`src/rtl/sv_sound_pkg.sv`:
```
// Shared constants, register field layouts and the duty table for the sound block.
package sv_sound_pkg;

  localparam logic [5:0]  SQ1_BASE   = 6'h10;
  localparam logic [5:0]  SQ2_BASE   = 6'h14;
  localparam logic [5:0]  NOISE_BASE = 6'h28;
  localparam logic [14:0] LFSR_SEED  = 15'h7FFF;

  typedef struct packed {
    logic       r_en;
    logic       l_en;
    logic [1:0] duty;
    logic [3:0] vol;
  } sq_ctrl_t;

  typedef struct packed {
    logic [3:0] sel;
    logic [3:0] vol;
  } nz_cfg_t;

  typedef struct packed {
    logic enable;
    logic r_en;
    logic l_en;
    logic cont;
    logic short_mode;
  } nz_ctrl_t;

  // Number of high steps out of 8 for each duty code.
  function automatic logic [3:0] duty_len(input logic [1:0] duty);
    unique case (duty)
      2'b00:   return 4'd1;
      2'b01:   return 4'd2;
      2'b10:   return 4'd4;
      default: return 4'd6;
    endcase
  endfunction

endpackage

```
`src/rtl/sv_sound_square.sv`:
```
// One duty-cycle square channel: register bank, period/step counters and length counter.
module sv_sound_square
  import sv_sound_pkg::*;
(
  input  logic       clk,
  input  logic       reset,
  input  logic       ce,
  input  logic       len_tick,
  input  logic       wr_en,
  input  logic [1:0] wr_off,
  input  logic [7:0] din,
  output logic [3:0] level,
  output logic       l_en,
  output logic       r_en,
  output logic       active
);

  logic [10:0] period_q, period_d;
  logic [10:0] cnt_q, cnt_d;
  logic [2:0]  step_q, step_d;
  logic [7:0]  len_q, len_d;
  logic        active_q, active_d;
  sq_ctrl_t    ctrl_q, ctrl_d;
  logic        gen_high;

  always_comb begin
    period_d = period_q;
    cnt_d    = cnt_q;
    step_d   = step_q;
    len_d    = len_q;
    active_d = active_q;
    ctrl_d   = ctrl_q;

    // The period register is only sampled at reload, so a write lets the current count finish.
    if (ce && period_q != '0) begin
      if (cnt_q == '0) begin
        cnt_d  = period_q;
        step_d = step_q + 3'd1;
      end else begin
        cnt_d = cnt_q - 11'd1;
      end
    end

    if (len_tick && active_q && len_q != '0) begin
      len_d = len_q - 8'd1;
      if (len_q == 8'd1) active_d = 1'b0;
    end

    if (wr_en) begin
      unique case (wr_off)
        2'd0: period_d[7:0]  = din;
        2'd1: period_d[10:8] = din[2:0];
        2'd2: ctrl_d         = sq_ctrl_t'(din);
        default: begin
          len_d    = din;
          active_d = 1'b1;
        end
      endcase
    end
  end

  always_ff @(posedge clk) begin
    if (reset) begin
      period_q <= '0;
      cnt_q    <= '0;
      step_q   <= '0;
      len_q    <= '0;
      active_q <= 1'b0;
      ctrl_q   <= '0;
    end else begin
      period_q <= period_d;
      cnt_q    <= cnt_d;
      step_q   <= step_d;
      len_q    <= len_d;
      active_q <= active_d;
      ctrl_q   <= ctrl_d;
    end
  end

  assign gen_high = (period_q != '0) && ({1'b0, step_q} < duty_len(ctrl_q.duty));
  assign level    = (active_q && gen_high) ? ctrl_q.vol : 4'd0;
  assign l_en     = ctrl_q.l_en;
  assign r_en     = ctrl_q.r_en;
  assign active   = active_q;

endmodule

```
`src/rtl/sv_sound.sv`:
```
// Sound register window: two square channels, LFSR noise, length prescaler and L/R mixer.
module sv_sound
  import sv_sound_pkg::*;
#(
  parameter int LEN_DIV      = 16384,
  parameter int SAMPLE_SHIFT = 10
) (
  input  logic        clk,
  input  logic        reset,
  input  logic        ce,
  input  logic        cs,
  input  logic        we,
  input  logic [5:0]  addr,
  input  logic [7:0]  din,
  output logic [15:0] audio_l,
  output logic [15:0] audio_r,
  output logic [2:0]  active
);

  localparam logic [13:0] PRE_LAST = 14'(LEN_DIV - 1);
  localparam logic [5:0]  NZ_LEN   = NOISE_BASE + 6'd1;
  localparam logic [5:0]  NZ_CTRL  = NOISE_BASE + 6'd2;

  logic        wr;
  logic        len_tick;
  logic [13:0] pre_q, pre_d;
  logic [3:0]  sq1_level, sq2_level, nz_level;
  logic        sq1_l, sq1_r, sq2_l, sq2_r, sq1_act, sq2_act;

  nz_cfg_t     nz_cfg_q, nz_cfg_d;
  nz_ctrl_t    nz_ctrl_q, nz_ctrl_d;
  logic [7:0]  nz_len_q, nz_len_d;
  logic        nz_active_q, nz_active_d;
  logic [17:0] nz_cnt_q, nz_cnt_d;
  logic [14:0] lfsr_q, lfsr_d, lfsr_next;
  logic        fb;

  logic [5:0]  sum_l, sum_r;
  logic [15:0] audio_l_q, audio_l_d, audio_r_q, audio_r_d;

  assign wr       = cs && we;
  assign len_tick = ce && (pre_q == PRE_LAST);

  sv_sound_square u_sq1 (
    .clk(clk), .reset(reset), .ce(ce), .len_tick(len_tick),
    .wr_en(wr && addr[5:2] == SQ1_BASE[5:2]), .wr_off(addr[1:0]), .din(din),
    .level(sq1_level), .l_en(sq1_l), .r_en(sq1_r), .active(sq1_act)
  );

  sv_sound_square u_sq2 (
    .clk(clk), .reset(reset), .ce(ce), .len_tick(len_tick),
    .wr_en(wr && addr[5:2] == SQ2_BASE[5:2]), .wr_off(addr[1:0]), .din(din),
    .level(sq2_level), .l_en(sq2_l), .r_en(sq2_r), .active(sq2_act)
  );

  always_comb begin
    fb        = lfsr_q[0] ^ lfsr_q[1];
    lfsr_next = {fb, lfsr_q[14:1]};
    if (nz_ctrl_q.short_mode) lfsr_next[6] = fb;
  end

  always_comb begin
    pre_d       = pre_q;
    nz_cfg_d    = nz_cfg_q;
    nz_ctrl_d   = nz_ctrl_q;
    nz_len_d    = nz_len_q;
    nz_active_d = nz_active_q;
    nz_cnt_d    = nz_cnt_q;
    lfsr_d      = lfsr_q;

    if (ce) pre_d = (pre_q == PRE_LAST) ? 14'd0 : pre_q + 14'd1;

    // sel 15 overflows the 18-bit reload to 0, i.e. the LFSR shifts on every ce.
    if (ce) begin
      if (nz_cnt_q == '0) begin
        nz_cnt_d = 18'd8 << nz_cfg_q.sel;
        lfsr_d   = lfsr_next;
      end else begin
        nz_cnt_d = nz_cnt_q - 18'd1;
      end
    end

    if (len_tick && nz_active_q && !nz_ctrl_q.cont && nz_len_q != '0) begin
      nz_len_d = nz_len_q - 8'd1;
      if (nz_len_q == 8'd1) nz_active_d = 1'b0;
    end

    if (wr) begin
      if (addr == NOISE_BASE) nz_cfg_d = nz_cfg_t'(din);
      if (addr == NZ_LEN) begin
        nz_len_d    = din;
        nz_active_d = 1'b1;
      end
      if (addr == NZ_CTRL) begin
        nz_ctrl_d = nz_ctrl_t'(din[4:0]);
        if (!din[4]) lfsr_d = LFSR_SEED;
      end
    end
  end

  assign nz_level = (nz_active_q && nz_ctrl_q.enable && !lfsr_q[0]) ? nz_cfg_q.vol : 4'd0;

  always_comb begin
    sum_l = '0;
    sum_r = '0;
    if (sq1_l)           sum_l = sum_l + 6'(sq1_level);
    if (sq2_l)           sum_l = sum_l + 6'(sq2_level);
    if (nz_ctrl_q.l_en)  sum_l = sum_l + 6'(nz_level);
    if (sq1_r)           sum_r = sum_r + 6'(sq1_level);
    if (sq2_r)           sum_r = sum_r + 6'(sq2_level);
    if (nz_ctrl_q.r_en)  sum_r = sum_r + 6'(nz_level);
    audio_l_d = 16'(sum_l) << SAMPLE_SHIFT;
    audio_r_d = 16'(sum_r) << SAMPLE_SHIFT;
  end

  always_ff @(posedge clk) begin
    if (reset) begin
      pre_q       <= '0;
      nz_cfg_q    <= '0;
      nz_ctrl_q   <= '0;
      nz_len_q    <= '0;
      nz_active_q <= 1'b0;
      nz_cnt_q    <= '0;
      lfsr_q      <= LFSR_SEED;
      audio_l_q   <= '0;
      audio_r_q   <= '0;
    end else begin
      pre_q       <= pre_d;
      nz_cfg_q    <= nz_cfg_d;
      nz_ctrl_q   <= nz_ctrl_d;
      nz_len_q    <= nz_len_d;
      nz_active_q <= nz_active_d;
      nz_cnt_q    <= nz_cnt_d;
      lfsr_q      <= lfsr_d;
      audio_l_q   <= audio_l_d;
      audio_r_q   <= audio_r_d;
    end
  end

  assign audio_l = audio_l_q;
  assign audio_r = audio_r_q;
  assign active  = {nz_active_q, sq2_act, sq1_act};

endmodule
```
`config.mk`:
```
export PLATFORM = sky130hd
export DESIGN_NAME = sv_sound
export DESIGN_NICKNAME = d
export VERILOG_FILES = /design/src/rtl/sv_sound_pkg.sv /design/src/rtl/sv_sound_square.sv /design/src/rtl/sv_sound.sv
export SDC_FILE = /design/constraint.sdc
export NUM_CORES = 1
export LEC_CHECK = 0
export CORE_MARGIN = 5
export CORE_UTILIZATION = 45
export DETAILED_ROUTE_END_ITERATION = 16
export PLACE_DENSITY_LB_ADDON = 0.3
export SYNTH_ARGS = -nofsm -noshare
export SYNTH_HDL_FRONTEND = slang
export SYNTH_SLANG_ARGS = --single-unit
```
`constraint.sdc`:
```
create_clock -name clk -period 3.7 [get_ports clk]
set_input_delay 0.74 -clock clk [delete_from_list [all_inputs] [get_ports clk]]
set_output_delay 0.74 -clock clk [all_outputs]
set_load 0.05 [all_outputs]
```
Yosys cells after proc, flatten, opt, wreduce, memory -nomap -nowiden:

Index checks and enable logic that the tools add are counted.
Widths: inputs -> output; s select.

* bitwise operators: 1
* shift operators: 1
* eq/ne operators: 15
* muxes and demuxes: 42
* reduce and logical (&&, ||, !) cells: 43
* magnitude comparators: 2
* $add $sub $neg: 13

Operator list (count)
* $mux 15: 5
* $mux 8: 9
* $add 6x4->6: 4
* $eq 8x1->1 const B: 3
* $mux 6: 4
* $reduce_bool 8->1: 3
* $sub 8x1->8 const B: 3
* $logic_not 11->1: 2
* $mux 11: 2
* $reduce_bool 11->1: 2
* $sub 11x1->11 const B: 2
* $mux 4: 5
* $reduce_and 2->1: 10
* $logic_and 1x1->1: 19
* $eq 6x6->1 const B: 3
* $logic_not 18->1: 1
* $mux 18: 1
* $pmux 3 s3: 2
* $shl 4x4->18 const A: 1
* $sub 18x1->18 const B: 1
* $add 14x1->14 const B: 1
* $eq 14x14->1 const B: 1
* $mux 14: 1
* $mux 1: 13
* other kinds (9): 19

* register bits after elaboration: 185
* output and inout bits: 35
* input port bits: 19
* word-level logic and storage cells: 153

Longest topological paths before layout:

* depth after elaboration: 11
* mapped depth: 19
* depth with buffers taken out: 19

Cells and area by module:

From an unflattened synthesis, not the netlist that was laid out.

* cell total of the unflattened synthesis: 1065
* area, all modules: 9001.1 um2

By module, submodules not included
* sv_sound: cells each 561, area an instance 4657.0 um2, times used 1
* sv_sound_square: cells each 252, area an instance 2172.1 um2, times used 2

Least setup slack after synthesis:

Ideal clock, no wire load.

* path type: register to register
* start: reg u_sq1.period_q[8]
* end: reg audio_r_q[14] (netlist: audio_r[14])
* setup time: 0.128 ns
* path buffers: 0
* slack: 0.215 ns
* required time: 3.572 ns
* clock period less this slack: 3.485 ns
* data arrival time: 3.357 ns
* stages on the path, launching flop included: 18
* cell sequence: dfxtp_1 > or4_1 > nor3_2 > nor3_1 > nand2_1 > inv_1 > ha_1 > inv_1 > fa_1 > nand2b_1 > o41ai_1 > inv_1 > fa_1 > nor2b_1 > o21a_1 > o21ai_0 > xnor2_1 > nor2_1

* cells in the longest elaborated chain, start to end: 9

Ends and longest elaborated chain
* start: declaration: line sv_sound_square.sv:18 `logic [10:0] period_q, period_d;`
* start signal: assignment: line sv_sound_square.sv:71 `period_q <= period_d;`
* $reduce_bool 11->1 *: line sv_sound_square.sv:80 `assign gen_high = (period_q != '0) && ({1'b0, step_q} < duty_len(ctrl_q.duty));`
* $logic_and 1x1->1 *: line sv_sound_square.sv:80
* $logic_and 1x1->1 *: line sv_sound_square.sv:81 `assign level = (active_q && gen_high) ? ctrl_q.vol : 4'd0;`
* $mux 4 *: line sv_sound_square.sv:81
* $mux 4 *: line sv_sound.sv:109 `if (sq1_r) sum_r = sum_r + 6'(sq1_level);`
* $add 6x4->6: line sv_sound.sv:110 `if (sq2_r) sum_r = sum_r + 6'(sq2_level);`
* $mux 6 *: line sv_sound.sv:110
* $add 6x4->6: line sv_sound.sv:111 `if (nz_ctrl_q.r_en) sum_r = sum_r + 6'(nz_level);`
* $mux 6 *: line sv_sound.sv:111
* end signal: assignment: line sv_sound.sv:136 `audio_r_q <= audio_r_d;`
* end: declaration: line sv_sound.sv:39 `logic [15:0] audio_l_q, audio_l_d, audio_r_q, audio_r_d;`

Mark *: on every way between the ends. The rest lies on a longest branch, timed or not.
A chain may end at the register's enable or synchronous reset.

Final worst setup path:

* start: reg u_sq2.ctrl_q[4] in the netlist's numbering
* end: reg audio_r_q[14] (netlist: audio_r[14])

* cells in the longest elaborated chain, start to end: 10
* elaborated cells between the ends (all ways): 12
* classes of those cells: 2 x add/sub; 1 x order compare; 2 x eq/ne; 4 x mux; 3 x reduce/logical

Ends and longest elaborated chain
* start: declaration: line sv_sound_square.sv:23 `sq_ctrl_t ctrl_q, ctrl_d;`
* start signal: assignment: line sv_sound_square.sv:76 `ctrl_q <= ctrl_d;`
* $eq 2x2->1 (tied with other cells): line sv_sound_pkg.sv:31 `unique case (duty)`
* $pmux 3 s3 *: line sv_sound_pkg.sv:31
* $lt 3x3->1 *: line sv_sound_square.sv:80
* $logic_and 1x1->1 *: line sv_sound_square.sv:80
* $logic_and 1x1->1 *: line sv_sound_square.sv:81
* $mux 4 *: line sv_sound_square.sv:81
* $add 6x4->6 *: line sv_sound.sv:110
* $mux 6 *: line sv_sound.sv:110
* $add 6x4->6: line sv_sound.sv:111
* $mux 6 *: line sv_sound.sv:111

Marked as above.

==> flow_summary.json <==
{
  "status": "finished, final reports clean",
  "synth_seq_cells": 165,
  "fin_skew_ns": 0.0104,
  "dr.first_iter.drc_count": 576,
  "power_density_mw_per_mm2": 487,
  "synth_mux_area_frac": 0.0586,
  "wl_per_cell_um": 15.1,
  "io_buffers": 33,
  "synth-simple-area-share": 0.269,
  "cpPeakStageDelay_ns": 0.47,
  "critPathLaunchType": "flop",
  "cap_violations": 0,
  "tightest_slew_ns": 0.999,
  "antennaDiodeCount": 0,
  "cp_cell_sequence": "inv_1 -> ha_1 -> o31a_1 -> o21ai_1 -> nand2b_4 -> buf_4 -> or2_2 -> fa_1 -> xnor2_1 -> nand2_1 -> o21ai_0 -> ha_1 -> nor2b_1 -> o21a_1 -> o21ai_0 -> xnor2_1 -> nor2_1",
  "ys.flop_type": "dfxtp_1",
  "worstHoldStart": "nz_ctrl_q[4]",
  "dp_cells": 1341,
  "cpLargestDelayFamily": "adder cells",
  "cts_tree": "done",
  "multi_input_area_mm2": 0.00518,
  "relSlewSlack": 0.330,
  "vias": 7503,
  "gp_congestion": 0.873,
  "synthAdderAreaFrac": 0.0612,
  "synth_top_family_by_area": "simple AND/OR/NAND/NOR gates",
  "total_power_uw": 4900,
  "crit_buf_inv": 2,
  "whs_ns": 0.469,
  "antenna_left": 0,
  "core_region_area_mm2": 0.0195,
  "cts-buffers-inserted": 17,
  "r2r_setup_slack_ns": 0.20,
  "antenna_found_initial": 0,
  "wl_um": 20700,
  "worstPathRequired_ns": 4.01,
  "worstHoldEndpoint": "nz_ctrl_q[4]",
  "ios": 54,
  "synth.avg_cell_area_um2": 8.23,
  "irDropWorstVdd_mv": 0.527,
  "dieArea_mm2": 0.0226,
  "setup_viol": 0,
  "cts.clk_slew.worst_paths_ns": 0.06,
  "slew_viol_final": 0,
  "synth_cells": 1078,
  "min_path_cells": 1,
  "clk_latency_ns": 0.43,
  "grt_use_total": 0.190,
  "firstDrtPassIters": 5,
  "start_util": 0.456,
  "cts.path.max_buffers": 2,
  "fin_nets": 1156,
  "rr_endpoint": "audio_r[14]",
  "overflow": 0,
  "clkSinkCount": 165,
  "root_buffer": "clkbuf_16",
  "crit_slowest_cell": "fa_1",
  "rows": 51,
  "fin_crit_ns": 3.50,
  "ys.warnings.count": 0,
  "r2r_start": "u_sq2.ctrl_q[4]",
  "ff2ff_path_depth": 17,
  "vias_per_cell": 5.46,
  "place_hpwl_um": 14500,
  "syn_area_mm2": 0.00887,
  "drc": 0,
  "synth_compound_area_frac": 0.136,
  "ys_seq_area_frac": 0.373,
  "regArea_mm2": 0.00330,
  "synth_top_area_share": 0.373,
  "timing.fmax_mhz": 285,
  "min_path_type": "flop to flop",
  "fp.dieW_um": 150,
  "synth_area_leader_cell": "dfxtp_1",
  "synth_edf_count": 0,
  "period_share": 0.947,
  "grt_max_degree": 73,
  "die_y_um": 150,
  "async_reset_ff_frac": 0,
  "p_leak_uw": 0.00387,
  "grt_pass1_wl_um": 34700,
  "layout-drive-gt1-share": 0.0894,
  "cts_max_level": 4,
  "hold_violations": 0,
  "synth.area.top_cells": "dfxtp_1, nor2_1, ha_1, mux2i_1, nand2_1",
  "n_fill_cell": 1835,
  "synth_xor_area_frac": 0.0415,
  "crit_fanout": 4,
  "grt_pass1_vias": 6853,
  "syn2layout_area_growth_pct": 13.7,
  "stdcell_count": 1373,
  "critPathCaptureType": "flop",
  "critPathArrivalTime_ns": 3.81,
  "synth.distinct_cells": 72,
  "crit_type": "flop to flop"
}
==> registers in the layout, indices dropped and copies added, names as in the netlist, 8 cells and up <==
name            cells
u_sq1.len_q         8
nz_len_q            8
lfsr_q             15
u_sq1.cnt_q        11
u_sq2.len_q         8
pre_q              14
nz_cfg_q            8
u_sq1.period_q     11
u_sq2.period_q     11
nz_cnt_q           18
u_sq2.cnt_q        11
==> where the power goes <==
group	total, uW	switching [uW]	internal (uW)
registers	2060	120	1940
clock network	1860	777	1080
logic	990	628	362
==> how the worst max path moves through the flow <==
stage / endpoint / cells past startpoint / from / slack, ns
global placement: audio_r[14] / 17 / u_sq1.period_q[8] / 0.12
floorplan: audio_r[14] / 17 / u_sq1.period_q[8] / 0.22
detailed placement: audio_r[14] / 17 / u_sq1.period_q[8] / 0.07
CTS: audio_r[14] / 17 / u_sq1.period_q[8] / 0.01
global route: audio_r[14] / 17 / u_sq2.ctrl_q[4] / -0.002
finish: audio_r[14] / 17 / u_sq2.ctrl_q[4] / 0.20
==> worst register-to-register path, stage by stage (launching register included) <==
cell and delay [ns]:
dfxtp_1 0.35, inv_1 0.05, ha_1 0.28, o31a_1 0.10
o21ai_1 0.21, nand2b_4 0.08, buf_4 0.14, or2_2 0.33
fa_1 0.47, xnor2_1 0.14, nand2_1 0.08, o21ai_0 0.13
ha_1 0.35, nor2b_1 0.14, o21a_1 0.15, o21ai_0 0.19
xnor2_1 0.14, nor2_1 0.05
==> layer usage <==
metal / share of wire / wire, um / GRT usage / up-vias
li1: - / - / - / 3806
met1: 0.47 / 9730 / 0.258 / 3547
met2: 0.48 / 10000 / 0.312 / 138
met3: 0.040 / 823 / 0.0388 / 12
met4: 0.0075 / 156 / 0.0407 / 0
met5: 0 / 0 / 0 / -
==> Yosys cell counts, drive strengths merged (5+ instances only) <==
library cell and number:
ha 37, nor4 15, nor3 35, o21a 7
xor2 24, clkbuf 37, or3 13, or2 8
a31oi 16, and2 8, mux2i 44, or4 11
nor2 140, dfxtp 165, o22ai 5, o21ai 33
inv 42, nand4 22, nand2b 15, xnor2 18
a21oi 61, nor2b 13, or4b 6, a211oi 21
mux2 7, nand2 101, o41ai 7, nand3 61
buf 37, o31ai 11, nor3b 7, o211ai 6
==> cells in the final DEF (no fill, tap or decap), types with 15 or more instances in the layout <==
| cell | n |
|---|---|
| nand2_1 | 101 |
| inv_1 | 42 |
| nor3_1 | 31 |
| a211oi_1 | 21 |
| xnor2_1 | 18 |
| a21oi_1 | 60 |
| o21ai_0 | 30 |
| a31oi_1 | 15 |
| nor2_1 | 137 |
| ha_1 | 37 |
| nand4_1 | 21 |
| conb_1 | 20 |
| clkdlybuf4s50_1 | 32 |
| xor2_1 | 24 |
| clkbuf_16 | 17 |
| buf_4 | 21 |
| mux2i_1 | 44 |
| dfxtp_1 | 165 |
| nand3_1 | 60 |
==> repair_timing <==
action	4_1_cts	5_1_grt
resized for setup	0	18
setup buffers	0	1
endpoints found under the hold margin	0	0
hold buffers	0	0
setup endpoints to repair	0	6
==> per-stage QoR <==
| step | instance area [um^2] | utilization | setup TNS [ns] | setup slack (ns) |
|---|---|---|---|---|
| floorplan | 8940 | - | 0 | 0.215 |
| global placement | 9390 | 0.482 | 0 | 0.123 |
| detailed placement | 9390 | 0.482 | 0 | 0.0700 |
| CTS | 10000 | 0.514 | 0 | 0.0140 |
| global route | 10100 | 0.518 | -0.00308 | -0.00173 |
| finish | 10100 | 0.518 | 0 | 0.197 |
==> kinds of logic (layout without fill, tap and decap cells) <==
group	count (synthesis)	in the layout
compound gates	190	190
xor+xnor	42	42
fa+ha+maj	41	41
buf+inv	116	127
flops	165	165
mux	51	51
other cells	1	20
simple gates	472	472
==> final cells by class <==
class / instances / share of cell area
inverter: 42 / 0.0156
clock inverter: 14 / 0.0185
sequential: 165 / 0.328
multi-input combinational: 816 / 0.514
timing repair buffer: 54 / 0.0494
tap: 265 / 0.0329
clock buffer: 17 / 0.0422
Note: power is estimated with default switching activity, not from simulation.
